`src/rtl/pitch_height_tracker.sv`:
```
// Pitch height tracker: Schmitt zero-crossing period measurement averaged over PERIODS periods.
// Optional `PITCH_SMOOTH_EN averages each new height with the previous one.
module pitch_height_tracker #(
  parameter int DATA_W     = 12,
  parameter int HEIGHT_W   = 10,
  parameter int PERIODS    = 4,
  parameter int MIN_PERIOD = 8,
  parameter int MAX_PERIOD = 1023,
  parameter int HYST       = 64
) (
  input  logic                clk,
  input  logic                reset,
  input  logic                mic_valid,
  input  logic [DATA_W-1:0]   mic_data,
  output logic [HEIGHT_W-1:0] height,
  output logic                height_valid,
  output logic                voiced
);
  localparam int CW    = $clog2(MAX_PERIOD + 1);
  localparam int LOG2P = $clog2(PERIODS);
  localparam int AW    = CW + LOG2P;
  localparam int NW    = $clog2(PERIODS + 1);
  localparam int MID   = 2 ** (DATA_W - 1);
  localparam logic [DATA_W:0]     HI_TH  = (DATA_W+1)'(MID + HYST);
  localparam logic [DATA_W:0]     LO_TH  = (DATA_W+1)'(MID - HYST);
  localparam logic [CW-1:0]       MAX_P  = CW'(MAX_PERIOD);
  localparam logic [CW-1:0]       MIN_P  = CW'(MIN_PERIOD);
  localparam logic [NW-1:0]       N_DONE = NW'(PERIODS);
  localparam logic [HEIGHT_W-1:0] H_MAX  = '1;

  typedef enum logic [1:0] {SEEK, MEASURE, UPDATE} state_t;

  function automatic logic [HEIGHT_W-1:0] sat_height(input logic [CW-1:0] v);
    logic [CW+HEIGHT_W-1:0] w;
    w = (CW+HEIGHT_W)'(v);
    sat_height = (w > (CW+HEIGHT_W)'(H_MAX)) ? H_MAX : HEIGHT_W'(w);
  endfunction

  state_t state, state_nx;
  logic hi, hi_nx;
  logic [CW-1:0] cnt, cnt_nx, cnt_inc, avg;
  logic [AW-1:0] acc, acc_nx;
  logic [NW-1:0] n, n_nx;
  logic [HEIGHT_W-1:0] raw, height_upd, height_nx;
  logic height_valid_nx, voiced_nx;
  logic rise, fall, is_edge, sat_hit, p_ok;

  always_comb begin
    rise    = ({1'b0, mic_data} >= HI_TH);
    fall    = ({1'b0, mic_data} <= LO_TH);
    is_edge = mic_valid && !hi && rise;
    // cnt_inc is the period P seen by an edge on this sample, already saturated
    cnt_inc = (cnt == MAX_P) ? cnt : cnt + CW'(1);
    sat_hit = mic_valid && !is_edge && (cnt_inc == MAX_P);
    p_ok    = (cnt_inc >= MIN_P);
    avg     = CW'(acc >> LOG2P);
    raw     = sat_height(MAX_P - avg);
  end

`ifdef PITCH_SMOOTH_EN
  logic [HEIGHT_W:0] smooth_sum;
  always_comb begin
    smooth_sum = {1'b0, height} + {1'b0, raw};
    height_upd = voiced ? HEIGHT_W'(smooth_sum >> 1) : raw;
  end
`else
  assign height_upd = raw;
`endif

  always_comb begin
    state_nx        = state;
    hi_nx           = hi;
    cnt_nx          = cnt;
    acc_nx          = acc;
    n_nx            = n;
    height_nx       = height;
    height_valid_nx = 1'b0;
    voiced_nx       = voiced;
    if (mic_valid) begin
      if (!hi && rise)     hi_nx = 1'b1;
      else if (hi && fall) hi_nx = 1'b0;
      cnt_nx = is_edge ? '0 : cnt_inc;
    end
    case (state)
      SEEK: begin
        acc_nx = '0;
        n_nx   = '0;
        if (is_edge) state_nx = MEASURE;
      end
      MEASURE: begin
        if (is_edge) begin
          if (p_ok) begin
            acc_nx = acc + AW'(cnt_inc);
            n_nx   = n + NW'(1);
            if (n + NW'(1) == N_DONE) state_nx = UPDATE;
          end else begin
            acc_nx = '0;
            n_nx   = '0;
          end
        end else if (sat_hit) begin
          state_nx  = SEEK;
          voiced_nx = 1'b0;
          acc_nx    = '0;
          n_nx      = '0;
        end
      end
      UPDATE: begin
        height_nx       = height_upd;
        height_valid_nx = 1'b1;
        voiced_nx       = 1'b1;
        acc_nx          = '0;
        n_nx            = '0;
        state_nx        = MEASURE;
        // An edge landing in the result cycle starts the next average
        if (is_edge && p_ok) begin
          acc_nx = AW'(cnt_inc);
          n_nx   = NW'(1);
          if (N_DONE == NW'(1)) state_nx = UPDATE;
        end
      end
      default: state_nx = SEEK;
    endcase
  end

  always_ff @(posedge clk) begin
    if (reset) begin
      state        <= SEEK;
      hi           <= 1'b0;
      cnt          <= '0;
      acc          <= '0;
      n            <= '0;
      height       <= '0;
      height_valid <= 1'b0;
      voiced       <= 1'b0;
    end else begin
      state        <= state_nx;
      hi           <= hi_nx;
      cnt          <= cnt_nx;
      acc          <= acc_nx;
      n            <= n_nx;
      height       <= height_nx;
      height_valid <= height_valid_nx;
      voiced       <= voiced_nx;
    end
  end
endmodule

```
`config.mk`:
```
export PLATFORM = sky130hd
export DESIGN_NAME = pitch_height_tracker
export DESIGN_NICKNAME = d
export VERILOG_FILES = /design/src/rtl/pitch_height_tracker.sv
export SDC_FILE = /design/constraint.sdc
export NUM_CORES = 1
export LEC_CHECK = 0
export ABC_CLOCK_PERIOD_IN_PS = 6100
export BUFFER_PORTS_ARGS = -buffer_cell sky130_fd_sc_hd__buf_4
export CORE_MARGIN = 3
export CORE_UTILIZATION = 35
export CTS_CLUSTER_DIAMETER = 150
export DETAILED_ROUTE_END_ITERATION = 12
export SLEW_MARGIN = 20
export SYNTH_ARGS = -nofsm -noshare
export SYNTH_HDL_FRONTEND = slang
export SYNTH_SLANG_ARGS = --single-unit
```
`constraint.sdc`:
```
create_clock -name clk -period 6.1 [get_ports clk]
set_input_delay 1.22 -clock clk [delete_from_list [all_inputs] [get_ports clk]]
set_output_delay 1.22 -clock clk [all_outputs]
set_load 0.01 [all_outputs]
```
* After elaboration in Yosys (flattened, before gate mapping)
Cells that the tools add are included.
** Operators by class
- Multipliers :: 0
- Shift-type cells :: 0
- Muxes and demuxes :: 24
- Reduce and logical (&&, ||, !) cells :: 17
- Add/subtract/negate cells :: 4
- Bitwise operators :: 0
- Magnitude comparators :: 3
- Div/mod/pow operators :: 0
- Equal/unequal tests :: 11
** Operators with widths (number)
- 2-to-1 mux 12 bit :: 3
- case mux 12 bit (3 select lines) :: 1
- 2-to-1 mux 10 bit :: 3
- == test 10 bit, second input constant :: 2
- adder 12 x 10 -> 12 bit :: 1
- >= comparator 12 bit, second input constant :: 1
- <= comparator 12 x 11 -> 1 bit, second input constant :: 1
- adder 10 x 1 -> 10 bit, second input constant :: 1
- >= comparator 10 x 4 -> 1 bit, second input constant :: 1
- 2-to-1 mux 2 bit :: 5
- subtractor 10 bit, first input constant :: 1
- 2-to-1 mux 3 bit :: 3
- inequality test 3 bit, second input constant :: 3
- case mux 3 bit (3 select lines) :: 1
- logical AND 1 bit :: 7
- 2-to-1 mux 1 bit :: 6
- inequality test 2 bit, second input constant :: 3
- case mux 2 bit (3 select lines) :: 1
- AND reduction 2 bit :: 2
- AND reduction 4 bit :: 1
- nonzero test 2 bit :: 2
- adder 3 x 1 -> 3 bit, second input constant :: 1
- == test 3 bit, second input constant :: 1
- AND reduction 3 bit :: 1
- other kinds (6) :: 7
** Storage, ports and cells
- Bits of input ports :: 15
- Output and inout port bits :: 12
- Logic and storage cells :: 67
- Memory bits (writable) :: 0
- Memories kept :: 0
- Register bits after elaboration :: 40
- ROM bits :: 0
- Bits in latches :: 0

* Depth between registers and ports, before layout
Gate-level depths: netlist (run 1).
- Depth in word-level cells :: 9
- Mapped depth :: 14
- Mapped depth without buffers :: 14

* Least setup slack after synthesis (run 1)
OpenSTA, ideal clock, no wires.
- Kind :: input -> register
- Start :: input port mic_data[8]
- End :: register acc[0]
- Buffers on the path :: 1
- Data required time :: 6.032 ns
- Arrival :: 3.306 ns
- Setup time :: 0.068 ns
- Slack :: 2.727 ns
- Stages on the path :: 8
- Cell sequence :: nor4_1 a21bo_2 o2111ai_1 or4b_4 o221a_4 or3b_1 buf_6 o2bb2ai_2
** On the way
- Word-level cells in the longest chain between the ends :: 7
** Ends and longest elaborated chain
- start, declared :: RTL line 14 : input logic [DATA_W-1:0] mic_data,
- >= comparator 12 bit * :: RTL line 49 : rise = ({1'b0, mic_data} >= HI_TH);
- logical AND 1 bit * :: RTL line 51 : is_edge = mic_valid && !hi && rise;
- logical NOT 1 bit :: RTL line 54 : sat_hit = mic_valid && !is_edge && (cnt_inc == MAX_P);
- logical AND 1 bit (2 in series) :: RTL line 54
- inequality test 3 bit (no source line)
- AND reduction 2 bit (no source line)
- end signal, assigned :: RTL line 139 : acc <= acc_nx;
- end, declared :: RTL line 42 : logic [AW-1:0] acc, acc_nx;
Every way passes the cells marked *; elsewhere a longest branch is shown, timed or not.
A chain may end at the register's enable or synchronous reset.

* Worst setup path after layout (run 1)
- Start :: register cnt[0]
- End :: register acc[10]
** On the way
- Word-level cells in the longest chain between the ends :: 6
** Ends and longest elaborated chain
- start, declared :: RTL line 41 : logic [CW-1:0] cnt, cnt_nx, cnt_inc, avg;
- start signal, assigned :: RTL line 138 : cnt <= cnt_nx;
- adder 10 x 1 -> 10 bit or == test 10 bit (tied branches) :: RTL line 53 : cnt_inc = (cnt == MAX_P) ? cnt : cnt + CW'(1);
- 2-to-1 mux 10 bit * :: RTL line 53
- adder 12 x 10 -> 12 bit (tied with other cells) :: RTL line 93 : acc_nx = acc + AW'(cnt_inc);
- 2-to-1 mux 12 bit or logical AND 1 bit (tied branches) :: RTL line 92, 54
- 2-to-1 mux 12 bit or inequality test 3 bit (tied branches)
- case mux 12 bit (3 select lines) or AND reduction 2 bit (tied branches)
Marks and branches as above.

==> results.py, run 1 <==
metrics = {
    "synth": {
        "async_reset_ff_frac": 0,
        "ys_ff_latch": 40,
        "synth_top_cell_by_area": "dfxtp_1",
        "ys_types": 63,
        "syn_nets": 350,
        "synth-edff-count": 0,
        "ys_seq_area_frac": 0.296,
        "yosysTopAreaCellShare": 0.296,
        "synth_ff_type": "dfxtp_1",
        "syn_inst": 316,
        "syn_area_um2": 2700,
        "avgSynthCellArea_um2": 8.55,
        "ys_top_cells_by_area": "dfxtp_1 (30%), ha_1 (8.3%), nor2_1 (5.6%)",
        "yosysWarnings": 0,
    },
    "critical_path": {
        "reg2regPathDepth": 13,
        "worstPathRequired_ps": 6330,
        "worst-setup-path-type": "reg -> reg",
        "path_max_fanout": 8,
        "cp.arrival_ps": 3990,
        "cp-end-kind": "flop",
        "start_kind": "flop",
    },
    "clock_tree": {
        "hold_buffers": 0,
        "cts-root-buf": "clkbuf_8",
        "clock_sinks": 40,
        "cts_max_path_buffers": 2,
        "post_cts_resized": 0,
        "clk_latency_ps": 290,
        "clk_pin_slew_ps": 80,
        "cts_tree": "done",
        "htreeDepth": 2,
        "cts-buffers-inserted": 5,
        "cts_setup_buffers": 0,
    },
    "timing": {
        "finalSetupTns_ps": 0,
        "skew_ps": 6.74,
        "setup_viol": 0,
        "worst_slew_pin_slew_ps": 1100,
        "final-hold-violation-count": 0,
        "slew_headroom": 0.257,
        "fin_crit_sh": 0.616,
        "min_period_ps": 3760,
        "drv_slew": 0,
        "setup_ws_ps": 2340,
        "rsz0062_at_grt": "no",
        "fmax_mhz": 266,
    },
    "route": {
        "final_antenna_net_count": 0,
        "wl_met1_um": 3160,
        "viasPerCell": 5.57,
        "route.met2.wl_um": 2970,
        "top_layer_used": "met4",
        "drc": 0,
        "vias": 2400,
        "dr.first_iter.drc_count": 235,
        "drt-total-wl_um": 6570,
        "wl_met3_um": 328,
        "wl_per_cell_um": 15.2,
        "first_pass_iters": 4,
    },
    "place": {
        "place_ws_ps": 2210,
        "place_congestion": 0.894,
        "hpwl_um": 4950,
        "place_inst": 423,
        "io_buffers": 26,
    },
    "min_path": {
        "whs_path_depth": 1,
        "hp-class": "reg -> reg",
    },
    "final_layout": {
        "drive_gt1_frac": 0.166,
        "antenna_cells": 0,
        "nets": 365,
        "final_cell_mix": "nor2_1 (40), dfxtp_1 (40), buf_4 (26), a21oi_1 (21), ha_1 (18)",
        "area_growth_pct": 11.9,
        "fin_cells": 431,
    },
    "die": {
        "io_pins": 27,
        "rows": 31,
        "core_area_um2": 7370,
        "die_w_um": 93.9,
        "fp.dieH_um": 93.9,
        "start_util": 0.367,
        "die-area_um2": 8810,
    },
    "status": {
        "status": "finished clean",
    },
    "power_and_ir_drop": {
        "leakage_uw": 0.00115,
        "ir_drop_uv": 86.3,
        "power_density_nw_per_um2": 187,
    },
    "grt": {
        "antenna_found_initial": 0,
        "grt_pass1_vias": 2164,
        "grt_usage": 0.156,
        "grt_pass1_wl_um": 11000,
        "grt_max_degree": 35,
        "overflow": 0,
    },
    "flow_run": {
        "drv_cap": 0,
    },
}
==> power by group <==
part / switching, uW / leakage (uW) / internal [uW]
clock: 95.3 / 0.0000445 / 92.0
sequential: 4.13 / 0.000323 / 265
combinational: 67.3 / 0.000780 / 41.4
==> synth_stat cells, drive strengths merged, types with 2 or more instances <==
master	instances
inv	13
a41oi	3
and2	4
nand3	8
or4	2
and4	2
a211oi	10
o21a	3
a21oi	21
a311oi	2
o2bb2ai	9
o2111ai	2
buf	8
a31oi	5
a22oi	9
mux2i	2
nand2	16
o211ai	3
a22o	2
clkbuf	10
a32oi	2
mux2	2
nor2	40
nand2b	2
ha	18
nor2b	15
nor3	12
o31ai	3
dfxtp	40
xnor2	8
and3	2
o21ai	7
a21o	5
nand4	4
==> worst paths after layout <==
path	startpoint	end	slack (ps)
setup / recovery	cnt[0]	acc[10]	2340
hold / removal	acc[11]	acc[11]	470
setup reg to reg	cnt[0]	acc[10]	2340
hold reg to reg	acc[11]	acc[11]	470
==> through the flow <==
step                power, uW  utilization  hold slack, ps  instance area, um2
finish                    565        0.410             472                3020
global route              591        0.410             493                3020
CTS                       569        0.410             474                3020
detailed placement        384        0.398             463                2930
global placement          382        0.398             450                2930
floorplan                 359            -             425                2700
==> per-layer routing <==
metal | track usage | up-vias
li1 | - | 1201
met4 | 0.0554 | 0
met3 | 0.0208 | 9
met5 | 0 | -
met1 | 0.220 | 1125
met2 | 0.240 | 65
==> critical path: stages, from the launching register on <==
cell and delay [ps]:
dfxtp_1 480, ha_1 280, nand2_1 140, nor3_2 340
mux2_2 440, inv_1 110, fa_1 230, nor2b_1 80
o2111ai_1 170, nand3_1 140, o41ai_1 460, o21ai_0 230
or4_1 430, a31oi_1 160
==> registers in the layout (all words and copies together) (netlist names) <==
| name | cells |
|---|---|
| n | 3 |
| voiced | 1 |
| height | 10 |
| cnt | 10 |
| height_valid | 1 |
| state | 2 |
| hi | 1 |
| acc | 12 |
==> cell type report <==
class / instances / area (um2)
Inverter: 13 / 48.8
Fill cell: 751 / 4350
Timing Repair Buffer: 26 / 195
Sequential cell: 40 / 801
Clock buffer: 7 / 86.3
Tap cell: 99 / 124
Clock inverter: 1 / 7.51
Multi-Input combinational cell: 245 / 1760
==> cell families after synthesis <==
kind of cell    Yosys count  synth area share
xor+xnor                  9            0.0292
mux                       4            0.0157
simple gates            115             0.223
flops                    40             0.296
buf+inv                  31            0.0514
fa+ha+maj                19            0.0908
compound gates           98             0.293
(Power assumes the default switching activity.)
==> run 2: changes to the inputs <==
Settings changed: ABC_CLOCK_PERIOD_IN_PS 6100 to 3950.
Clock period 6.1 ns to 3.95 ns, I/O delays scaled along.
==> run 2 against run 1 <==
  * Clock power increased by 41%
  * Register-to-register slack got worse by 2000 ps
  * Setup slack got worse by 2000 ps
  * Hold slack got worse by 16 ps
  * Core utilization increased by 0.17 points
  * Critical path depth unchanged
  * Die area unchanged
  * Sequential cell count unchanged
  * Final area increased by 0.41%
  * Critical path type unchanged
  * Largest cell class unchanged
==> results.py, run 2 (same netlist as run 1, synthesis figures left out) <==
metrics = {
    "timing": {
        "final-hold-violation-count": 0,
        "setup_viol": 0,
        "drv_slew": 0,
        "fin_crit_sh": 0.908,
        "finalSetupTns_ps": 0,
        "slew_headroom": 0.435,
        "fmax_mhz": 279,
        "rsz0062_at_grt": "no",
        "worst_slew_pin_slew_ps": 837,
        "min_period_ps": 3590,
        "skew_ps": 8.03,
    },
    "grt": {
        "grt_usage": 0.153,
        "overflow": 0,
        "grt_max_degree": 35,
        "grt_pass1_vias": 2225,
        "antenna_found_initial": 0,
        "grt_pass1_wl_um": 10800,
    },
    "critical_path": {
        "path_max_fanout": 8,
        "rrSetupSlack_ps": 360,
        "cp-end-kind": "flop",
        "start_kind": "flop",
        "worst-setup-path-type": "reg -> reg",
        "cp.arrival_ps": 3820,
        "worstPathRequired_ps": 4180,
    },
    "flow_run": {
        "drv_cap": 0,
    },
    "clock_tree": {
        "cts-buffers-inserted": 5,
        "cts-root-buf": "clkbuf_8",
        "post_cts_resized": 0,
        "cts_setup_buffers": 0,
        "htreeDepth": 2,
        "clk_latency_ps": 290,
        "hold_buffers": 0,
        "clock_sinks": 40,
        "clk_pin_slew_ps": 80,
        "cts_max_path_buffers": 2,
        "cts_tree": "done",
    },
    "route": {
        "wl_per_cell_um": 15.0,
        "dr.first_iter.drc_count": 83,
        "vias": 2393,
        "drc": 0,
        "drt-total-wl_um": 6470,
        "viasPerCell": 5.53,
        "first_pass_iters": 4,
        "final_antenna_net_count": 0,
    },
    "die": {
        "fp.dieH_um": 93.9,
        "start_util": 0.367,
        "die-area_um2": 8810,
        "core_area_um2": 7370,
        "io_pins": 27,
        "rows": 31,
        "die_w_um": 93.9,
    },
    "final_layout": {
        "regMostFlops": "acc",
        "post-route-util": 0.412,
        "largest_reg_flops": 12,
        "multi_input_area_um2": 1760,
        "antenna_cells": 0,
        "area_growth_pct": 12.4,
        "drive_gt1_frac": 0.177,
        "largest_registers": "acc x12, cnt x10, height x10",
        "final_cell_mix": "nor2_1 (40), dfxtp_1 (40), buf_4 (29), a21oi_1 (21), ha_1 (18)",
        "fill_cells": 774,
        "nets": 368,
        "seq_area_um2": 801,
    },
    "status": {
        "status": "finished clean",
    },
    "power_and_ir_drop": {
        "ir_drop_uv": 150,
        "power_density_nw_per_um2": 281,
        "leakage_uw": 0.00116,
    },
    "place": {
        "hpwl_um": 4900,
        "io_buffers": 26,
        "place_congestion": 0.861,
    },
    "min_path": {
        "hp-class": "reg -> reg",
    },
}
-- run 2: layout make-up --
class	count	area share
multi-input cells	245	0.581
flip-flops and latches	40	0.264
repair buffers	29	0.0717
well taps	99	0.0408
clock buffers	5	0.0227
inverters	13	0.0161
clock inverters	2	0.00412
-- run 2: final timing paths --
kind,start,endpoint,depth (start not counted)
hold reg to reg,acc[11],acc[11],1
setup / recovery,cnt[0],acc[10],13
hold / removal,acc[11],acc[11],1
setup reg to reg,cnt[0],acc[10],13
-- run 2: power breakdown --
group	internal, uW	leakage, uW	switching, uW
clock network	120	0.0000400	145
registers	409	0.000323	5.73
logic	65.4	0.000797	108
-- run 2: routing by layer --
layer | global-route usage | routed length, um | part of all wire
met5 | 0 | 0 | 0
met4 | 0.0493 | 124 | 0.019
met3 | 0.0240 | 298 | 0.046
met2 | 0.248 | 2920 | 0.45
met1 | 0.206 | 3130 | 0.48
-- run 2: metrics by stage --
step / hold slack (ps) / setup slack, ps / std cells / instance area, um2 / total power, uW
2_1_floorplan: 425 / 764 / 316 / 2700 / 555
3_3_place_gp: 444 / 436 / 426 / 2950 / 593
3_5_place_dp: 443 / 386 / 426 / 2950 / 595
4_1_cts: 458 / 351 / 433 / 3030 / 863
5_1_grt: 493 / 47.1 / 433 / 3040 / 909
6_report: 455 / 363 / 433 / 3040 / 852
-- run 2: critical path, cell delays in order, from the launching register on --
cell	delay, ps
dfxtp_1	460
ha_1	270
nand2_1	140
nor3_2	330
mux2_2	440
inv_1	110
fa_1	220
nor2b_1	70
o2111ai_1	170
nand3_1	130
o41ai_1	410
o21ai_0	200
or4_1	410
a31oi_1	160
==> run 3: changes to the inputs <==
Settings changed: ABC_CLOCK_PERIOD_IN_PS 3950 to 4200, CELL_PAD_IN_SITES_DETAIL_PLACEMENT from default to 1, CELL_PAD_IN_SITES_GLOBAL_PLACEMENT from default to 1, PLACE_DENSITY_LB_ADDON from default to 0.1.
Clock period 3.95 ns to 4.2 ns, I/O delays scaled along.
==> run 3 against run 2 <==
  * Total power decreased by 1.9%
  * Global-route usage increased by 2.6 points
  * Setup slack improved by 44 ps
  * Largest cell class unchanged
==> results.py, run 3 (same netlist as run 1, synthesis figures left out) <==
metrics = {
    "final_layout": {
        "regMostFlops": "acc",
        "nets": 369,
        "area_growth_pct": 13.2,
        "drive_gt1_frac": 0.179,
        "fin_cells": 435,
        "largest_reg_flops": 12,
        "largest_registers": "acc x12, cnt x10, height x10",
        "final_cell_mix": "nor2_1 (40), dfxtp_1 (40), buf_4 (30), a21oi_1 (21), ha_1 (18)",
        "fill_cells": 889,
        "antenna_cells": 0,
    },
    "timing": {
        "setup_ws_ps": 408,
        "finalSetupTns_ps": 0,
        "final-hold-violation-count": 0,
        "drv_slew": 0,
        "fmax_mhz": 264,
        "slew_headroom": 0.471,
        "skew_ps": 8.68,
        "worst_hold_slack_ps": 464,
        "fin_crit_sh": 0.903,
        "rsz0062_at_grt": "no",
        "worst_slew_pin_slew_ps": 793,
        "min_period_ps": 3790,
        "setup_viol": 0,
    },
    "route": {
        "dr.first_iter.drc_count": 93,
        "vias": 2416,
        "final_antenna_net_count": 0,
        "first_pass_iters": 4,
        "drt-total-wl_um": 7360,
        "viasPerCell": 5.55,
        "drc": 0,
        "wl_per_cell_um": 16.9,
    },
    "status": {
        "status": "finished clean",
    },
    "die": {
        "fp.dieH_um": 93.9,
        "io_pins": 27,
        "die-area_um2": 8810,
        "core_area_um2": 7370,
        "rows": 31,
        "start_util": 0.367,
        "die_w_um": 93.9,
    },
    "grt": {
        "overflow": 0,
        "grt_pass1_vias": 2376,
        "grt_max_degree": 35,
        "grt_pass1_wl_um": 12200,
        "grt_usage": 0.179,
        "antenna_found_initial": 0,
    },
    "clock_tree": {
        "cts_setup_buffers": 0,
        "cts_tree": "done",
        "cts_max_path_buffers": 2,
        "cts-root-buf": "clkbuf_8",
        "post_cts_resized": 0,
        "clock_sinks": 40,
        "cts-buffers-inserted": 5,
        "htreeDepth": 2,
        "clk_pin_slew_ps": 80,
        "clk_latency_ps": 300,
        "hold_buffers": 0,
    },
    "power_and_ir_drop": {
        "p_comb_frac": 0.201,
        "leakage_uw": 0.00117,
        "clock_power_share": 0.332,
        "seqPwrFrac": 0.467,
        "power_density_nw_per_um2": 273,
        "power.internal_uw": 582,
        "p_sw_frac": 0.303,
        "ir_drop_uv": 122,
        "p_switching_uw": 254,
    },
    "place": {
        "hpwl_um": 5650,
        "io_buffers": 26,
        "place_congestion": 0.815,
        "place_ws_ps": 470,
        "place_inst": 427,
    },
    "critical_path": {
        "cp.arrival_ps": 4010,
        "cp-end-kind": "flop",
        "worstPathRequired_ps": 4420,
        "worst-setup-path-type": "reg -> reg",
        "path_max_fanout": 8,
        "start_kind": "flop",
    },
    "min_path": {
        "hp-class": "reg -> reg",
    },
    "flow_run": {
        "drv_cap": 0,
    },
}
## run 3: changes by cell type in the layout (fill, tap and decap cells not counted)
cell,change
buf_4,+1
nor2b_2,-1
clkbuf_8,+1
clkinv_2,-1
nor2b_1,+1
clkinvlp_4,+1
## run 3: power by group through the flow
stage / Clock (uW) / Combinational, uW / Sequential [uW]
global placement: 0 / 167 / 399
CTS: 294 / 168 / 390
global route: 317 / 187 / 391
finish: 278 / 168 / 390
detailed placement: 0 / 167 / 399
floorplan: 0 / 124 / 398
## run 3: critical path, cell delays in order (launching register included)
cell       delay (ps)
dfxtp_1           460
ha_1              280
nand2_1           140
nor3_2            350
mux2_2            450
inv_1             110
fa_1              220
nor2b_1            90
o2111ai_1         180
nand3_1           120
o41ai_1           500
o21ai_0           210
or4_1             420
a31oi_1           200
## run 3: metrics by stage
step | instance area [um2] | utilization | power, uW
floorplan | 2700 | - | 522
global placement | 2960 | 0.402 | 566
detailed placement | 2960 | 0.402 | 566
CTS | 3060 | 0.415 | 853
global route | 3060 | 0.415 | 896
finish | 3060 | 0.415 | 836
## run 3: worst paths after layout
path | from | to | slack [ps] | cells after the start
setup reg to reg | cnt[0] | acc[10] | 410 | 13
hold / removal | acc[11] | acc[11] | 460 | 1
hold reg to reg | acc[11] | acc[11] | 460 | 1
setup / recovery | cnt[0] | acc[10] | 410 | 13
## run 3: final cells by class
| type | instances | area, um2 | area share |
|---|---|---|---|
| Multi-Input combinational cell | 245 | 1760 | 0.576 |
| Inverter | 13 | 48.8 | 0.0160 |
| Sequential cell | 40 | 801 | 0.262 |
| Timing Repair Buffer | 30 | 225 | 0.0736 |
| Clock buffer | 6 | 82.6 | 0.0270 |
| Tap cell | 99 | 124 | 0.0405 |
| Clock inverter | 2 | 15.0 | 0.00491 |
## run 3: layer usage
layer / up-vias / GRT usage / share of wire
li1: 1208 / - / -
met1: 1163 / 0.244 / 0.49
met2: 33 / 0.278 / 0.45
met3: 12 / 0.0288 / 0.027
met4: 0 / 0.0758 / 0.026
met5: - / 0 / 0
